**src/rtl/wb_stream_loader.sv**
```systemverilog
// Byte-stream to Wishbone loader: 'W' addr[4] data[4] writes a word, 'R' addr[4] reads one back.
// Optional ack timeout is built only when WB_STREAM_LOADER_TIMEOUT_EN is defined.
module wb_stream_loader #(
    parameter int unsigned TIMEOUT_CYCLES = 1024
) (
    input  logic        clk_i,
    input  logic        rst_ni,
    input  logic [7:0]  rx_data_i,
    input  logic        rx_valid_i,
    output logic        rx_ready_o,
    output logic [7:0]  tx_data_o,
    output logic        tx_valid_o,
    input  logic        tx_ready_i,
    output logic [31:0] wb_addr_o,
    output logic [31:0] wb_wdata_o,
    input  logic [31:0] wb_rdata_i,
    output logic        wb_wr_en_o,
    output logic        wb_stb_o,
    output logic        wb_cyc_o,
    output logic [3:0]  wb_byte_en_o,
    input  logic        wb_ack_i
);

    localparam logic [7:0] CMD_WRITE = 8'h57;
    localparam logic [7:0] CMD_READ  = 8'h52;
    localparam logic [7:0] RSP_ACK   = 8'h06;
    localparam logic [7:0] RSP_NAK   = 8'h15;

    typedef enum logic [2:0] {IDLE, ADDR, DATA, BUS, RESP} state_e;

    state_e      state_q, state_d;
    logic        is_write_q;
    logic        resp_single_q;
    logic [1:0]  cnt_q;
    logic [31:0] addr_q, wdata_q, resp_q;
    logic        rx_fire, tx_fire, bus_ack, timeout;

    assign rx_fire = rx_valid_i && rx_ready_o;
    assign tx_fire = tx_valid_o && tx_ready_i;
    assign bus_ack = (state_q == BUS) && wb_ack_i;

`ifdef WB_STREAM_LOADER_TIMEOUT_EN
    localparam int unsigned TW = $clog2(TIMEOUT_CYCLES + 1);
    logic [TW-1:0] timer_q;

    // Timer is zero on the first cyc cycle, so cyc stays high exactly TIMEOUT_CYCLES cycles.
    always_ff @(posedge clk_i or negedge rst_ni) begin
        if (!rst_ni)              timer_q <= '0;
        else if (state_q != BUS)  timer_q <= '0;
        else                      timer_q <= timer_q + 1'b1;
    end

    assign timeout = (state_q == BUS) && !wb_ack_i && (timer_q == TW'(TIMEOUT_CYCLES - 1));
`else
    assign timeout = 1'b0;
`endif

    // NOTE: sequential state uses non-blocking (<=) so every register samples pre-edge values.
    always_ff @(posedge clk_i or negedge rst_ni) begin
        if (!rst_ni) state_q <= IDLE;
        else         state_q <= state_d;
    end

    // NOTE: state_d gets a default first, so no path through the case can infer a latch.
    always_comb begin
        state_d = state_q;
        unique case (state_q)
            IDLE: if (rx_fire) begin
                if (rx_data_i == CMD_WRITE || rx_data_i == CMD_READ) state_d = ADDR;
                else                                                 state_d = RESP;
            end
            ADDR: if (rx_fire && cnt_q == 2'd3) state_d = is_write_q ? DATA : BUS;
            DATA: if (rx_fire && cnt_q == 2'd3) state_d = BUS;
            BUS:  if (bus_ack || timeout)       state_d = RESP;
            RESP: if (tx_fire && (resp_single_q || cnt_q == 2'd3)) state_d = IDLE;
            default: state_d = IDLE;
        endcase
    end

    always_ff @(posedge clk_i or negedge rst_ni) begin
        if (!rst_ni) begin
            is_write_q    <= 1'b0;
            resp_single_q <= 1'b0;
            cnt_q         <= '0;
            addr_q        <= '0;
            wdata_q       <= '0;
            resp_q        <= '0;
        end else begin
            // Counter restarts on every phase change instead of relying on the 3->0 wrap.
            if (state_d != state_q)
                cnt_q <= '0;
            else if (((state_q == ADDR || state_q == DATA) && rx_fire) || (state_q == RESP && tx_fire))
                cnt_q <= cnt_q + 2'd1;

            unique case (state_q)
                IDLE: if (rx_fire) begin
                    is_write_q <= (rx_data_i == CMD_WRITE);
                    if (rx_data_i != CMD_WRITE && rx_data_i != CMD_READ) begin
                        resp_q        <= {RSP_NAK, 24'h0};
                        resp_single_q <= 1'b1;
                    end
                end
                ADDR: if (rx_fire) addr_q  <= {addr_q[23:0], rx_data_i};
                DATA: if (rx_fire) wdata_q <= {wdata_q[23:0], rx_data_i};
                BUS: begin
                    if (bus_ack) begin
                        resp_q        <= is_write_q ? {RSP_ACK, 24'h0} : wb_rdata_i;
                        resp_single_q <= is_write_q;
                    end else if (timeout) begin
                        resp_q        <= {RSP_NAK, 24'h0};
                        resp_single_q <= 1'b1;
                    end
                end
                RESP: if (tx_fire) resp_q <= {resp_q[23:0], 8'h00};
                default: ;
            endcase
        end
    end

    assign rx_ready_o   = (state_q == IDLE) || (state_q == ADDR) || (state_q == DATA);
    assign tx_valid_o   = (state_q == RESP);
    assign tx_data_o    = resp_q[31:24];
    assign wb_cyc_o     = (state_q == BUS);
    assign wb_stb_o     = wb_cyc_o;
    assign wb_wr_en_o   = wb_cyc_o && is_write_q;
    assign wb_byte_en_o = wb_cyc_o ? 4'hF : 4'h0;
    assign wb_addr_o    = addr_q;
    assign wb_wdata_o   = wdata_q;

endmodule

```
**config.mk**
```make
export PLATFORM = sky130hd
export DESIGN_NAME = wb_stream_loader
export DESIGN_NICKNAME = d
export VERILOG_FILES = /design/src/rtl/wb_stream_loader.sv
export SDC_FILE = /design/constraint.sdc
export NUM_CORES = 1
export LEC_CHECK = 0
export CORE_MARGIN = 8
export CORE_UTILIZATION = 43
export DETAILED_ROUTE_END_ITERATION = 8
export PLACE_DENSITY_LB_ADDON = 0.08
export SETUP_SLACK_MARGIN = 0.2
export SKIP_CTS_REPAIR_TIMING = 1
export SYNTH_ARGS = -nofsm -noshare
export SYNTH_HDL_FRONTEND = slang
export SYNTH_SLANG_ARGS = --single-unit
```
**constraint.sdc**
```tcl
create_clock -name clk_i -period 1.8 [get_ports clk_i]
set_input_delay 0.27 -clock clk_i [delete_from_list [all_inputs] [get_ports clk_i]]
set_output_delay 0.27 -clock clk_i [all_outputs]
set_load 0.01 [all_outputs]
```
==> out/qor.csv <==
metric;value;unit
ys_seq_area_frac;0.5716;
ios;126;
dr.pass1.iters;4;
synthCells;326;
worstSetupStartpointType;register;
cp_slowest_stage_delay;0.48;ns
io_buffers;125;
fin_crit_sh;1.055;
r2r_start;state_q[0]$_DFF_PN0_;
area_delta_synth_final;51.03;%
endpoint_kind;register;
vias_per_cell;5.059;
syn_area;4509;sq um
diodes;0;
min_period;1.898;ns
die_w;118.4;microns
arrival;2.14;ns
gr-total-overflow;0;
reg2reg_depth;5;
p_per_area;779.1;nW/um^2
path_depth;5;
postSynth.asyncResetShare;1.000;
routed_wl;11210;microns
maxCapViolations;0;
place_ws;-0.3651;ns
crit_path_top_delay_cell;dfrtp_2;
leakagePower;4.066;nW
min_path_type;input pin to asynchronous set/reset pin;
syn_area_per_cell;13.83;sq um
grt_start_max_net_pins;35;
worst_clock_skew;0.004845;ns
rsz0062_at_grt;yes;
dr_total_vias;3172;
relSlewSlack;0.7750;
place.gp.congestion;0.8471;
ant_nets;0;
p_switching;1.416;mW
grt_pass1_vias;3272;
ys_ff_latch;103;
path_clk_slew;0.09;ns
die_h;118.4;microns
path_delay_family;flip-flops;
worstReg2RegEnd;resp_q[26]$_DFFE_PN0P_;
initial_core_util;0.4388;
pwr-share-clk;0.288;
setup_slack;-0.09811;ns
power_switching_share;0.2668;
max_freq;0.5268;GHz
final_util;0.6626;
synth_fp_nets;372;
wl_per_cell;17.87;microns
cts_buffer_depth;2;
cp_cell_sequence;or3b_1 -> a21o_1 -> o21ai_4 -> buf_12 -> mux2_2;
intPower;3.890;mW
failed_checks;negative setup slack;
required;2.04;ns
detailedPlacementHpwl;7865;microns
slew_viol_final;0;
status;finished with violations;
insertion_delay;0.35;ns
final_hold_viol_count;0;
die_area;14020;sq um
worstSetupPathType;register to register;
share_comb_of_total_power;0.246;
rows;37;
antenna_found_initial;0;
synth_ff_type;dfrtp_1;
yosysUniqueCellTypes;39;
cts_tree;done;
grt_usage;0.1538;
core;10280;sq um
drt_iter0_drc;159;
whs;0.3277;ns
ff2ff_setup_slack;-0.1;ns
grt_pass1_wl;17680;microns
post-layout-total-power;5.306;mW
ys.warnings.count;0;
synth_edf_count;0;
tns;-3.067;ns
clock-sinks;103;
final_nets;533;
seq_power_share;0.466;
drc_errors;0;
path_buf_inv;1;
htree_levels;3;
root_buffer;clkbuf_8;
cp_max_fo;27;
worst_slew_pin_slew;0.3370;ns
setup_violations;57;
cts_made_buffers;9;
drive_gt1_frac;0.3788;
ir_worst_vdd;0.6626;mV
[sequential cells by signal (all words and copies together) (netlist names)]
signal         flops
state_q            3
cnt_q              2
is_write_q         1
wb_addr_o         32
resp_single_q      1
wb_wdata_o        32
resp_q            32
[area by class of cell]
type / count / area (sq um)
timing repair buffer: 184 / 2024
clock inverter: 6 / 86.33
sequential: 103 / 2581
clock buffer: 9 / 123.9
tap: 136 / 170.2
multi-input combinational: 181 / 1794
inverter: 8 / 30.03
fill: 810 / 3467
[how the worst max path moves through the flow]
stage / start / endpoint / slack, ns
final: state_q[0]$_DFF_PN0_ / resp_q[26]$_DFFE_PN0P_ / -0.1
after floorplan: state_q[1]$_DFF_PN0_ / resp_q[10]$_DFFE_PN0P_ / 0.03
after CTS: state_q[0]$_DFF_PN0_ / wb_stb_o / -0.54
after global placement: rx_data_i[3] / resp_q[21]$_DFFE_PN0P_ / -0.33
after detailed placement: rx_data_i[3] / resp_q[13]$_DFFE_PN0P_ / -0.37
after global routing: state_q[0]$_DFF_PN0_ / resp_q[23]$_DFFE_PN0P_ / -0.16
[cells in the final DEF, fill, tap and decap left out, types with 4 or more instances in the layout]
master | Yosys | routed
a22o_1 | 21 | 21
clkdlybuf4s50_1 | 0 | 64
inv_1 | 8 | 8
buf_12 | 0 | 6
mux2_2 | 88 | 77
buf_6 | 4 | 18
clkbuf_16 | 0 | 4
nand2_1 | 17 | 17
mux2_4 | 0 | 11
dlymetal6s2s_1 | 0 | 51
buf_4 | 13 | 37
mux2i_1 | 10 | 10
o21ai_0 | 6 | 5
dfrtp_1 | 103 | 100
clkbuf_8 | 0 | 9
[per-stage QoR]
step                area [sq um]  cells
floorplan                   4558    326
global placement            6116    591
detailed placement          6116    591
CTS                         6326    606
global route                6810    627
finish                      6810    627
[power by group through the flow]
| stage | clock [mW] | sequential [mW] | combinational [mW] |
|---|---|---|---|
| 3_5_place_dp | 0 | 2.51 | 1.23 |
| 5_1_grt | 1.67 | 2.48 | 1.41 |
| 4_1_cts | 1.58 | 2.47 | 1.23 |
| 3_3_place_gp | 0 | 2.51 | 1.21 |
| 6_report | 1.53 | 2.47 | 1.30 |
| 2_1_floorplan | 0 | 2.49 | 0.684 |
[routing by layer]
metal	global-route usage	up-vias	share of wire
met3	0.05759	6	0.050
met5	0	-	0
li1	-	1480	-
met2	0.2366	76	0.49
met1	0.2034	1610	0.46
met4	0.03320	0	0.0073
[worst register-to-register path: cells and delay by family, from the launching register on]
kind / cells / cell delay (ns)
DFF: 1 / 0.48
AOI/OAI and AO/OA: 2 / 0.38
and+or+nand+nor: 1 / 0.37
muxes: 1 / 0.37
buffers and inverters: 1 / 0.21
[cell families after synthesis]
group | synth area share
fa+ha+maj | 0.002774
flops | 0.5716
mux | 0.2420
compound gates | 0.06854
xor+xnor | 0.003885
simple gates | 0.05550
buf+inv | 0.05577
[synth_stat cells (all sizes together), types with 2 or more instances]
| master | instances | area, sq um |
|---|---|---|
| nand3 | 3 | 15.01 |
| nand4b | 3 | 26.28 |
| clkbuf | 5 | 18.77 |
| a221o | 2 | 20.02 |
| buf | 29 | 202.7 |
| dfrtp | 103 | 2577 |
| nor2 | 2 | 7.510 |
| nor4bb | 2 | 20.02 |
| nand2 | 17 | 63.81 |
| mux2 | 88 | 991.0 |
| nor2b | 3 | 26.27 |
| nor3 | 2 | 10.01 |
| a22o | 21 | 183.9 |
| mux2i | 10 | 100.1 |
| o21ai | 7 | 46.30 |
| and2 | 2 | 12.51 |
| inv | 8 | 30.03 |
| a21oi | 2 | 10.01 |
Note: power is estimated with default switching activity, not from simulation.
